File: src/rtl/cpu_pkg.sv
// Shared CPU constants and types used by the fetch stage and the CU.
package cpu_pkg;

    localparam int unsigned XLEN = 32;

    // Sequential PC step: one 32-bit instruction word.
    localparam logic [XLEN-1:0] PC_INC = 32'd4;

    // addi x0, x0, 0
    localparam logic [XLEN-1:0] NOP_INSTR_DEFAULT = 32'h0000_0013;

    typedef enum logic [1:0] {
        S_FETCH,
        S_HOLD,
        S_ERR
    } fetch_state_e;

endpackage

File: src/rtl/pc_next_sel.sv
// Next-PC selection: sequential PC+4 or word-aligned branch/jump target.
module pc_next_sel
    import cpu_pkg::*;
(
    input  logic [XLEN-1:0] pc_i,
    input  logic            pc_sel_i,
    input  logic [XLEN-1:0] alu_target_i,
    output logic [XLEN-1:0] pc_next_o
);

    // Target low bits are dropped rather than trapped; PC+4 wraps modulo 2^32.
    always_comb begin
        if (pc_sel_i) begin
            pc_next_o = alu_target_i & ~XLEN'(3);
        end else begin
            pc_next_o = pc_i + PC_INC;
        end
    end

endmodule

File: src/rtl/instr_fetch.sv
// Instruction fetch stage: owns the PC, requests words from a variable-latency
// instruction memory, holds the captured word for the CU until advance, and
// flags a memory that never answers.
module instr_fetch
    import cpu_pkg::*;
#(
    parameter logic [31:0] RESET_PC  = 32'h0000_0000,
    parameter int unsigned TIMEOUT   = 16,
    parameter logic [31:0] NOP_INSTR = NOP_INSTR_DEFAULT
) (
    input  logic        clk,
    input  logic        rst,
    input  logic        advance,
    input  logic        PCSel,
    input  logic [31:0] alu_target,
    output logic        imem_req,
    output logic [31:0] imem_addr,
    input  logic        imem_valid,
    input  logic [31:0] imem_rdata,
    output logic [31:0] I,
    output logic [31:0] PC,
    output logic        inst_valid,
    output logic        fetch_err
);

    localparam int unsigned CNT_W = (TIMEOUT > 2) ? $clog2(TIMEOUT) : 1;

    fetch_state_e state_q, state_d;
    logic [31:0]  pc_q, pc_d;
    logic [31:0]  instr_q, instr_d;
    logic         inst_valid_q, inst_valid_d;
    logic         imem_req_q, imem_req_d;
    logic         fetch_err_q, fetch_err_d;
    logic [CNT_W-1:0] cnt_q, cnt_d;

    logic [31:0] pc_next;
    logic        timeout_hit;
    logic        resp_ok;

    pc_next_sel u_pc_next_sel (
        .pc_i         (pc_q),
        .pc_sel_i     (PCSel),
        .alu_target_i (alu_target),
        .pc_next_o    (pc_next)
    );

    // A response only counts while our request is actually on the bus.
    assign resp_ok     = imem_req_q & imem_valid;
    assign timeout_hit = imem_req_q & (cnt_q == CNT_W'(TIMEOUT - 1));

    // State register.
    always_ff @(posedge clk or posedge rst) begin
        if (rst) begin
            state_q <= S_FETCH;
        end else begin
            state_q <= state_d;
        end
    end

    // Datapath registers: PC, captured word, request, counter, sticky error.
    always_ff @(posedge clk or posedge rst) begin
        if (rst) begin
            pc_q         <= RESET_PC;
            instr_q      <= NOP_INSTR;
            inst_valid_q <= 1'b0;
            imem_req_q   <= 1'b0;
            fetch_err_q  <= 1'b0;
            cnt_q        <= '0;
        end else begin
            pc_q         <= pc_d;
            instr_q      <= instr_d;
            inst_valid_q <= inst_valid_d;
            imem_req_q   <= imem_req_d;
            fetch_err_q  <= fetch_err_d;
            cnt_q        <= cnt_d;
        end
    end

    // Next-state and next-datapath logic; a response on the timeout edge wins.
    always_comb begin
        state_d      = state_q;
        pc_d         = pc_q;
        instr_d      = instr_q;
        inst_valid_d = inst_valid_q;
        imem_req_d   = imem_req_q;
        fetch_err_d  = fetch_err_q;
        cnt_d        = cnt_q;
        unique case (state_q)
            S_FETCH: begin
                if (!imem_req_q) begin
                    // First cycle after reset: raise the registered request.
                    imem_req_d = 1'b1;
                    cnt_d      = '0;
                end else if (resp_ok) begin
                    instr_d      = imem_rdata;
                    inst_valid_d = 1'b1;
                    imem_req_d   = 1'b0;
                    cnt_d        = '0;
                    state_d      = S_HOLD;
                end else if (timeout_hit) begin
                    fetch_err_d = 1'b1;
                    imem_req_d  = 1'b0;
                    state_d     = S_ERR;
                end else begin
                    cnt_d = cnt_q + 1'b1;
                end
            end
            S_HOLD: begin
                if (advance) begin
                    pc_d         = pc_next;
                    instr_d      = NOP_INSTR;
                    inst_valid_d = 1'b0;
                    imem_req_d   = 1'b1;
                    cnt_d        = '0;
                    state_d      = S_FETCH;
                end
            end
            S_ERR: begin
                instr_d      = NOP_INSTR;
                inst_valid_d = 1'b0;
                imem_req_d   = 1'b0;
            end
            default: begin
                state_d = S_ERR;
            end
        endcase
    end

    // Outputs come straight from registers so they are glitch-free to the CU.
    always_comb begin
        imem_req   = imem_req_q;
        imem_addr  = pc_q;
        PC         = pc_q;
        I          = instr_q;
        inst_valid = inst_valid_q;
        fetch_err  = fetch_err_q;
    end

endmodule

File: config.mk
export PLATFORM = sky130hd
export DESIGN_NAME = instr_fetch
export DESIGN_NICKNAME = d
export VERILOG_FILES = /design/src/rtl/cpu_pkg.sv /design/src/rtl/pc_next_sel.sv /design/src/rtl/instr_fetch.sv
export SDC_FILE = /design/constraint.sdc
export NUM_CORES = 1
export LEC_CHECK = 0
export ABC_AREA = 1
export BUFFER_PORTS_ARGS = -buffer_cell sky130_fd_sc_hd__buf_2
export CAP_MARGIN = 5
export CORE_ASPECT_RATIO = 0.9
export CORE_MARGIN = 1
export CORE_UTILIZATION = 53
export CTS_BUF_LIST = sky130_fd_sc_hd__clkbuf_16
export DETAILED_ROUTE_END_ITERATION = 6
export PLACE_DENSITY = 0.92
export SLEW_MARGIN = 20
export SYNTH_ARGS = -nofsm -noshare
export SYNTH_HDL_FRONTEND = slang
export SYNTH_SLANG_ARGS = --single-unit
File: constraint.sdc
create_clock -name clk -period 6.9 [get_ports clk]
set_input_delay 1.38 -clock clk [delete_from_list [all_inputs] [get_ports clk]]
set_output_delay 1.38 -clock clk [all_outputs]
set_load 0.005 [all_outputs]
==> impl_table.tex, run 1 <==
\begin{tabular}{lr}
\hline
Metric & Value \\
\hline
\multicolumn{2}{l}{\textbf{Run status}} \\
\quad Outcome & finished, final reports clean \\
\multicolumn{2}{l}{\textbf{STA}} \\
\quad Period utilisation layout & 40.7\% \\
\quad Final-layout setup total negative slack & 0 ns \\
\quad Count of endpoints failing setup in the final report & 0 \\
\quad Highest clock rate & 356 MHz \\
\quad Minimum hold slack & 0.459 ns \\
\quad Final number of max-transition violations & 0 \\
\quad Unrepaired setup endpoints after global routing & no \\
\quad Worst-case setup margin in the final layout & 4.09 ns \\
\quad Relative slew slack & 40.1\% \\
\quad Fin crit period & 2.81 ns \\
\quad Slew at the pin closest to its max-slew limit & 0.899 ns \\
\quad Worst Skew & 0.00641 ns \\
\quad Final Hold Vio Count & 0 \\
\multicolumn{2}{l}{\textbf{Worst setup path}} \\
\quad Capturing element type of the critical path & flop \\
\quad Slowest-stage cell, CP & sky130\_fd\_sc\_hd\_\_nor2\_4 \\
\quad Cell-by-cell listing of the critical path & buf\_2 -> nand2\_1 -> inv\_2 -> nor2\_2 -> inv\_2 -> nand2\_2 -> nor2\_4 -> inv\_2 -> o22a\_1 \\
\quad Crit start category & primary input \\
\quad Highest net fanout along the worst path & 32 \\
\quad Start-to-end type of the worst setup path & primary input to flop \\
\quad Data required time of the critical path & 7.16 ns \\
\quad Critical path's most frequent cell & sky130\_fd\_sc\_hd\_\_inv\_2 \\
\quad Arrival @ worst endpoint & 3.06 ns \\
\quad Maximum single-stage delay on the critical path & 0.67 ns \\
\multicolumn{2}{l}{\textbf{Clock tree}} \\
\quad Maximum clock path buffer count & 2 \\
\quad Number of buffers inserted by hold repair at cts & 0 \\
\quad Number of cells upsized or downsized after cts & 0 \\
\quad CTS buffer count & 9 \\
\quad Clock transition time at the flip-flop clock pins of the worst setup and hold paths & 0.06 ns \\
\quad CTS tree & built \\
\quad H-tree depth & 3 \\
\quad Worst skew pair latency & 0.33 ns \\
\quad Postcts setup bufs & 0 \\
\quad \# clock sinks & 71 \\
\quad Root buffer cell & sky130\_fd\_sc\_hd\_\_clkbuf\_16 \\
\multicolumn{2}{l}{\textbf{Route}} \\
\quad Post-detailed-route DRC marker count & 0 \\
\quad Vias per cell & 5.33 \\
\quad Count of TritonRoute iterations in the first routing pass & 5 \\
\quad Wirelength per Cell & 13.9 microns \\
\quad Detailed-route wire length & 11.0 mm \\
\quad Vias & 4238 \\
\quad DRC violation total after the first TritonRoute iteration & 207 \\
\quad Post-DRT Antenna Nets & 0 \\
\multicolumn{2}{l}{\textbf{Run}} \\
\quad Max-capacitance violation count & 0 \\
\multicolumn{2}{l}{\textbf{Global route}} \\
\quad Antenna violations before repair & 0 \\
\quad Global router's overall resource usage & 26.4\% \\
\quad Vias in the first global route & 3984 \\
\quad Largest net degree at the start of global routing & 72 \\
\quad Wire length of the first global-routing pass & 17.9 mm \\
\quad Global route total overflow & 0 \\
\multicolumn{2}{l}{\textbf{Place}} \\
\quad Buffers added on ports & 161 \\
\quad Pre-CTS setup slack & 3.76 ns \\
\quad DPL Wire Length & 7.81 mm \\
\quad Dpl cells & 779 \\
\quad Placer Congestion & 0.839 \\
\multicolumn{2}{l}{\textbf{Synthesis}} \\
\quad Top-count cell post-synth & sky130\_fd\_sc\_hd\_\_nand2\_1 \\
\quad Total of flip-flops plus latches after synthesis & 71 \\
\quad Synth warn & 0 \\
\quad Count of cell types in the netlist & 31 \\
\quad Summed instance area of the synthesized netlist & 4270 sq um \\
\quad Proportion of register bits with asynchronous set or reset after synthesis & 100\% \\
\quad Proportion of netlist area held by the largest area contributor & 39.8\% \\
\quad Synth area leader & sky130\_fd\_sc\_hd\_\_dfrtp\_1 \\
\quad Count of flip-flops with a built-in enable after synthesis & 0 \\
\quad Main synth FF type & sky130\_fd\_sc\_hd\_\_dfrtp\_1 \\
\quad Largest cells by area after synthesis & sky130\_fd\_sc\_hd\_\_dfrtp\_1, sky130\_fd\_sc\_hd\_\_nand2\_1, sky130\_fd\_sc\_hd\_\_buf\_4, sky130\_fd\_sc\_hd\_\_nor2\_1, sky130\_fd\_sc\_hd\_\_a22o\_1 \\
\quad Synthesized area per cell & 7.50 sq um \\
\quad Number of standard cells after synthesis & 570 \\
\quad Most frequent cells after synthesis & sky130\_fd\_sc\_hd\_\_nand2\_1, sky130\_fd\_sc\_hd\_\_nor2\_1, sky130\_fd\_sc\_hd\_\_dfrtp\_1 \\
\quad Share of synthesized area occupied by flip-flops and latches & 41.7\% \\
\multicolumn{2}{l}{\textbf{Power}} \\
\quad Peak supply drop & 0.000243 V \\
\quad Leakage power figure & 2.77 nW \\
\quad Power per cell area & 425 nW/um\^{}2 \\
\multicolumn{2}{l}{\textbf{Cells and area}} \\
\quad Net count reported at finish & 769 \\
\quad Fill cell instance count of the final layout & 639 \\
\quad Share of the core filled with cells & 67.5\% \\
\quad Non-Filler Instances & 795 \\
\quad Share of cells above drive strength 1 & 29.9\% \\
\quad Synthesis-to-finish area growth & 20.9\% \\
\quad Ant diodes & 0 \\
\multicolumn{2}{l}{\textbf{Floorplanning}} \\
\quad Horizontal extent of the die & 96.6 microns \\
\quad Starting Density & 55.8\% \\
\quad Floorplan die area & 8430 sq um \\
\quad Number of cell rows & 30 \\
\quad Core area & 7660 sq um \\
\quad Total I/O pin count & 168 \\
\quad Vertical die dimension & 87.2 microns \\
\multicolumn{2}{l}{\textbf{Min path}} \\
\quad Worst hold path class & flop to flop \\
\hline
\end{tabular}
[worst max-delay path, delay by kind of cell]
family | cells | cell delay, ns
simple gates | 4 | 1.12
compound gates | 1 | 0.19
buf+inv | 4 | 0.35
[cells in the final DEF (no fill, tap or decap), drive strengths merged, types with 2 or more instances in the layout]
cell / netlist / final
clkinv: 0 / 3
inv: 64 / 65
clkbuf: 7 / 9
buf: 46 / 163
conb: 1 / 4
o22a: 3 / 3
a22o: 29 / 29
a21oi: 28 / 28
nand2: 151 / 151
nor3: 4 / 4
nor2: 82 / 82
nand3: 35 / 35
o21ai: 35 / 35
clkinvlp: 0 / 2
ha: 6 / 6
dfstp: 3 / 3
dfrtp: 68 / 68
[registers in the layout, summed over array words and instances (netlist names)]
register,flops
I,32
PC,30
cnt_q,4
fetch_err,1
imem_req,1
inst_valid,1
state_q,2
[final timing paths]
path	from	to	slack, ns	cells after the start
max reg2reg	state_q[1]	I[0]	4.46	9
max	imem_valid	I[0]	4.09	9
min reg2reg	fetch_err	fetch_err	0.46	2
min in group asynchronous	rst	I[7]	1.32	3
max in group asynchronous	rst	PC[14]	5.00	3
min	fetch_err	fetch_err	0.46	2
[routing by layer]
| layer | vias to the layer above | track usage (%) | share of wire [%] |
|---|---|---|---|
| li1 | 2037 | - | - |
| met1 | 1957 | 30.1 | 39 |
| met2 | 218 | 47.9 | 51 |
| met3 | 26 | 7.30 | 8.1 |
| met4 | 0 | 9.36 | 1.9 |
| met5 | - | 0 | 0 |
[through the flow]
stage                     cell area, sq um  total power (W)
after floorplan                       4280          0.00146
after global placement                4870          0.00166
after global routing                  5170          0.00236
after detailed placement              4870          0.00173
after CTS                             5170          0.00220
final                                 5170          0.00220
[where the power goes]
part | internal (W) | leakage [nW] | switching, W
Sequential | 0.000600 | 0.880 | 0.000212
Combinational | 0.000404 | 1.75 | 0.000517
Clock | 0.000280 | 0.142 | 0.000185
Total | 0.00128 | 2.77 | 0.000914
[cell families after synthesis]
group                    synth area share [%]
AO/OA/AOI/OAI                            14.4
XOR/XNOR                                0.205
adder cells (fa/ha/maj)                  1.76
buffers and inverters                    13.9
flip-flops                               41.7
multiplexers                            0.234
other                                  0.0878
AND/OR/NAND/NOR                          27.7
[layout make-up]
class | instances | area (sq um) | share of cell area, %
Clock buffer | 9 | 225 | 4.36
Clock inverter | 7 | 72.6 | 1.40
Tap cell | 96 | 120 | 2.32
Inverter | 64 | 240 | 4.65
Timing Repair Buffer | 163 | 821 | 15.9
Multi-Input combinational cell | 385 | 1910 | 36.9
Sequential cell | 71 | 1780 | 34.5
No activity file was read; power rests on OpenSTA's default activity.
==> inputs of run 2 (changes only) <==
Settings changed: CORE_UTILIZATION 53 to 49, PLACE_DENSITY 0.92 to 0.86.
Clock period 6.9 ns to 2.86 ns, I/O delays scaled along.
==> run 2 against run 1 <==
- power grew 140%
- register-to-register slack got worse by 3.6 ns
- die area rose by 8.0%
- sequential share of layout area is 0.33 points lower
- via count down 2.0%
- global-route usage down 1.5 points
- clock-buffer cell count unchanged
- design area up 0.97%
- sequential power increased by 140%
- worst hold slack got worse by 0.30 ns
- setup slack got worse by 3.2 ns
- utilization is 4.3 points lower
- critical endpoint unchanged
- largest power group unchanged
==> impl_table.tex, run 2 (synthesis gave the netlist of run 1 again) <==
\begin{tabular}{lr}
\hline
Metric & Value \\
\hline
\multicolumn{2}{l}{\textbf{Place}} \\
\quad DPL Wire Length & 7.80 mm (was 7.81 mm) \\
\quad Buffers added on ports & 161 (unchanged) \\
\quad Placer Congestion & 0.883 (was 0.839) \\
\multicolumn{2}{l}{\textbf{Worst setup path}} \\
\quad Arrival @ worst endpoint & 2.26 ns (was 3.06 ns) \\
\quad Number of cell instances on the worst register-to-register path & 9 (unchanged) \\
\quad Capturing element type of the critical path & flop (unchanged) \\
\quad Start-to-end type of the worst setup path & flop to flop (was primary input to flop) \\
\quad R2R Path Start & state\_q[1] (unchanged) \\
\quad Cell-by-cell listing of the critical path & inv\_1 -> ha\_1 -> inv\_2 -> nor2\_2 -> nor2\_2 -> nand2\_2 -> nor2\_4 -> inv\_2 -> o22a\_1 (was buf\_2 -> nand2\_1 -> inv\_2 -> nor2\_2 -> inv\_2 -> nand2\_2 -> nor2\_4 -> inv\_2 -> o22a\_1) \\
\quad Highest net fanout along the worst path & 30 (was 32) \\
\quad Data required time of the critical path & 3.12 ns (was 7.16 ns) \\
\quad Cell family contributing the most delay on the critical path & simple AND/OR/NAND/NOR gates (unchanged) \\
\quad R2r setup slk & 0.87 ns (was 4.46 ns) \\
\quad Maximum single-stage delay on the critical path & 0.51 ns (was 0.67 ns) \\
\quad Slowest-stage cell, CP & sky130\_fd\_sc\_hd\_\_nor2\_4 (unchanged) \\
\quad Crit start category & flop (was primary input) \\
\quad Critical register-to-register path endpoint & I[0] (unchanged) \\
\quad Count of buffering cells on the critical path with inverters included & 3 (was 4) \\
\multicolumn{2}{l}{\textbf{Route}} \\
\quad Vias per cell & 5.09 (was 5.33) \\
\quad Vias & 4153 (was 4238) \\
\quad DRC violation total after the first TritonRoute iteration & 186 (was 207) \\
\quad Post-DRT Antenna Nets & 0 (unchanged) \\
\quad Count of TritonRoute iterations in the first routing pass & 5 (unchanged) \\
\quad Wirelength per Cell & 13.0 microns (was 13.9 microns) \\
\quad Detailed-route wire length & 10.6 mm (was 11.0 mm) \\
\quad Post-detailed-route DRC marker count & 0 (unchanged) \\
\multicolumn{2}{l}{\textbf{Global route}} \\
\quad Vias in the first global route & 4009 (was 3984) \\
\quad Global router's overall resource usage & 24.9\% (was 26.4\%) \\
\quad Wire length of the first global-routing pass & 18.0 mm (was 17.9 mm) \\
\quad Antenna violations before repair & 0 (unchanged) \\
\quad Largest net degree at the start of global routing & 55 (was 72) \\
\quad Global route total overflow & 0 (unchanged) \\
\multicolumn{2}{l}{\textbf{Clock tree}} \\
\quad Maximum clock path buffer count & 2 (unchanged) \\
\quad H-tree depth & 3 (unchanged) \\
\quad CTS buffer count & 9 (unchanged) \\
\quad Root buffer cell & sky130\_fd\_sc\_hd\_\_clkbuf\_16 (unchanged) \\
\quad CTS tree & built (unchanged) \\
\quad Number of buffers inserted by hold repair at cts & 0 (unchanged) \\
\quad Number of cells upsized or downsized after cts & 0 (unchanged) \\
\quad Postcts setup bufs & 0 (unchanged) \\
\quad Worst skew pair latency & 0.34 ns (was 0.33 ns) \\
\quad Clock transition time at the flip-flop clock pins of the worst setup and hold paths & 0.06 ns (about the same) \\
\quad \# clock sinks & 71 (unchanged) \\
\multicolumn{2}{l}{\textbf{Cells and area}} \\
\quad Most frequent standard cell in the layout excluding fill and tap cells & sky130\_fd\_sc\_hd\_\_buf\_2 (unchanged) \\
\quad Synthesis-to-finish area growth & 22.1\% (was 20.9\%) \\
\quad Combined flip-flop and latch cell area & 1780 sq um (unchanged) \\
\quad Area occupied by multi-input gates & 1910 sq um (unchanged) \\
\quad Share of cells above drive strength 1 & 30.1\% (was 29.9\%) \\
\quad Fill cell instance count of the final layout & 740 (was 639) \\
\quad Net count reported at finish & 771 (was 769) \\
\quad Most frequent cells in the layout & sky130\_fd\_sc\_hd\_\_buf\_2, sky130\_fd\_sc\_hd\_\_nand2\_1, sky130\_fd\_sc\_hd\_\_nor2\_1, sky130\_fd\_sc\_hd\_\_dfrtp\_1, sky130\_fd\_sc\_hd\_\_inv\_1 (unchanged) \\
\quad Max FFs per register & 32 (unchanged) \\
\quad Ant diodes & 0 (unchanged) \\
\multicolumn{2}{l}{\textbf{Power}} \\
\quad Proportion of power drawn by combinational gates & 41.9\% (about the same) \\
\quad Net load switching power & 0.00221 W (was 0.000914 W) \\
\quad Power per cell area & 1010 nW/um\^{}2 (was 425 nW/um\^{}2) \\
\quad Leakage power figure & 2.79 nW (was 2.77 nW) \\
\quad Clock group share of total power & 21.3\% (was 21.2\%) \\
\quad Peak supply drop & 0.000668 V (was 0.000243 V) \\
\quad Switching part of the total power & 42.0\% (was 41.6\%) \\
\quad Internal Power & 0.00306 W (was 0.00128 W) \\
\quad Proportion of power drawn by flip-flops and latches & 36.8\% (was 36.9\%) \\
\quad Overall power of the completed layout & 0.00527 W (was 0.00220 W) \\
\multicolumn{2}{l}{\textbf{Floorplanning}} \\
\quad Starting Density & 51.7\% (was 55.8\%) \\
\quad Core area & 8260 sq um (was 7660 sq um) \\
\quad Total I/O pin count & 168 (unchanged) \\
\quad Number of cell rows & 31 (was 30) \\
\quad Horizontal extent of the die & 100 microns (was 96.6 microns) \\
\quad Floorplan die area & 9100 sq um (was 8430 sq um) \\
\quad Vertical die dimension & 90.6 microns (was 87.2 microns) \\
\multicolumn{2}{l}{\textbf{STA}} \\
\quad Highest clock rate & 502 MHz \\
\quad Unrepaired setup endpoints after global routing & no (unchanged) \\
\quad Worst Skew & 0.0123 ns (was 0.00641 ns) \\
\quad Slew at the pin closest to its max-slew limit & 0.789 ns (was 0.899 ns) \\
\quad Count of endpoints failing setup in the final report & 0 (unchanged) \\
\quad Final-layout setup total negative slack & 0 ns (unchanged) \\
\quad Final number of max-transition violations & 0 (unchanged) \\
\quad Relative slew slack & 47.3\% (was 40.1\%) \\
\quad Final Hold Vio Count & 0 (unchanged) \\
\quad Period utilisation layout & 69.6\% \\
\quad Fin crit period & 1.99 ns \\
\multicolumn{2}{l}{\textbf{Run status}} \\
\quad Outcome & finished, final reports clean (unchanged) \\
\multicolumn{2}{l}{\textbf{Min path}} \\
\quad Worst hold path class & primary input to asynchronous set/reset pin (was flop to flop) \\
\multicolumn{2}{l}{\textbf{Run}} \\
\quad Max-capacitance violation count & 0 (unchanged) \\
\hline
\end{tabular}
[run 2: per-layer routing]
layer / vias up / global-route usage [%] / wire length, microns
met4: 0 / 7.73 / 195
met5: - / 0 / 0
met3: 19 / 6.66 / 674
met1: 1914 / 29.6 / 4480
met2: 173 / 43.4 / 5290
li1: 2047 / - / -
[run 2: through the flow]
step           hold slack [ns]  utilization [%]  cells  setup slack [ns]  area (sq um)
6_report                 0.157             63.2    816             0.869          5220
5_1_grt                  0.165             63.2    816             0.627          5220
4_1_cts                  0.158             63.2    816             0.861          5220
3_5_place_dp             0.455             59.6    800             0.859          4920
3_3_place_gp             0.447             59.6    800             0.932          4920
2_1_floorplan            0.458                -    573             0.496          4280
[run 2: worst max path at each step]
stage	to	slack [ns]	cells past startpoint	startpoint
after floorplan	I[10]	0.50	1	rst
after global placement	PC[6]	0.93	5	PCSel
after detailed placement	PC[5]	0.86	5	PCSel
after CTS	I[0]	0.86	9	state_q[1]
after global routing	I[0]	0.63	9	state_q[1]
final	I[0]	0.87	9	state_q[1]
[run 2: area by class of cell]
class,instances,share of cell area (%)
Clock buffer,9,4.32
Clock inverter,7,1.37
Inverter,64,4.60
Multi-Input combinational cell,385,36.6
Sequential cell,71,34.1
Tap cell,115,2.76
Timing Repair Buffer,165,16.3
[run 2: power groups by stage]
stage | Combinational, W | Sequential, W | Clock (W)
after floorplan | 0.00164 | 0.00188 | 0
after global placement | 0.00212 | 0.00192 | 0
after detailed placement | 0.00222 | 0.00193 | 0
after CTS | 0.00222 | 0.00193 | 0.00114
after global routing | 0.00250 | 0.00201 | 0.00119
final | 0.00221 | 0.00194 | 0.00112
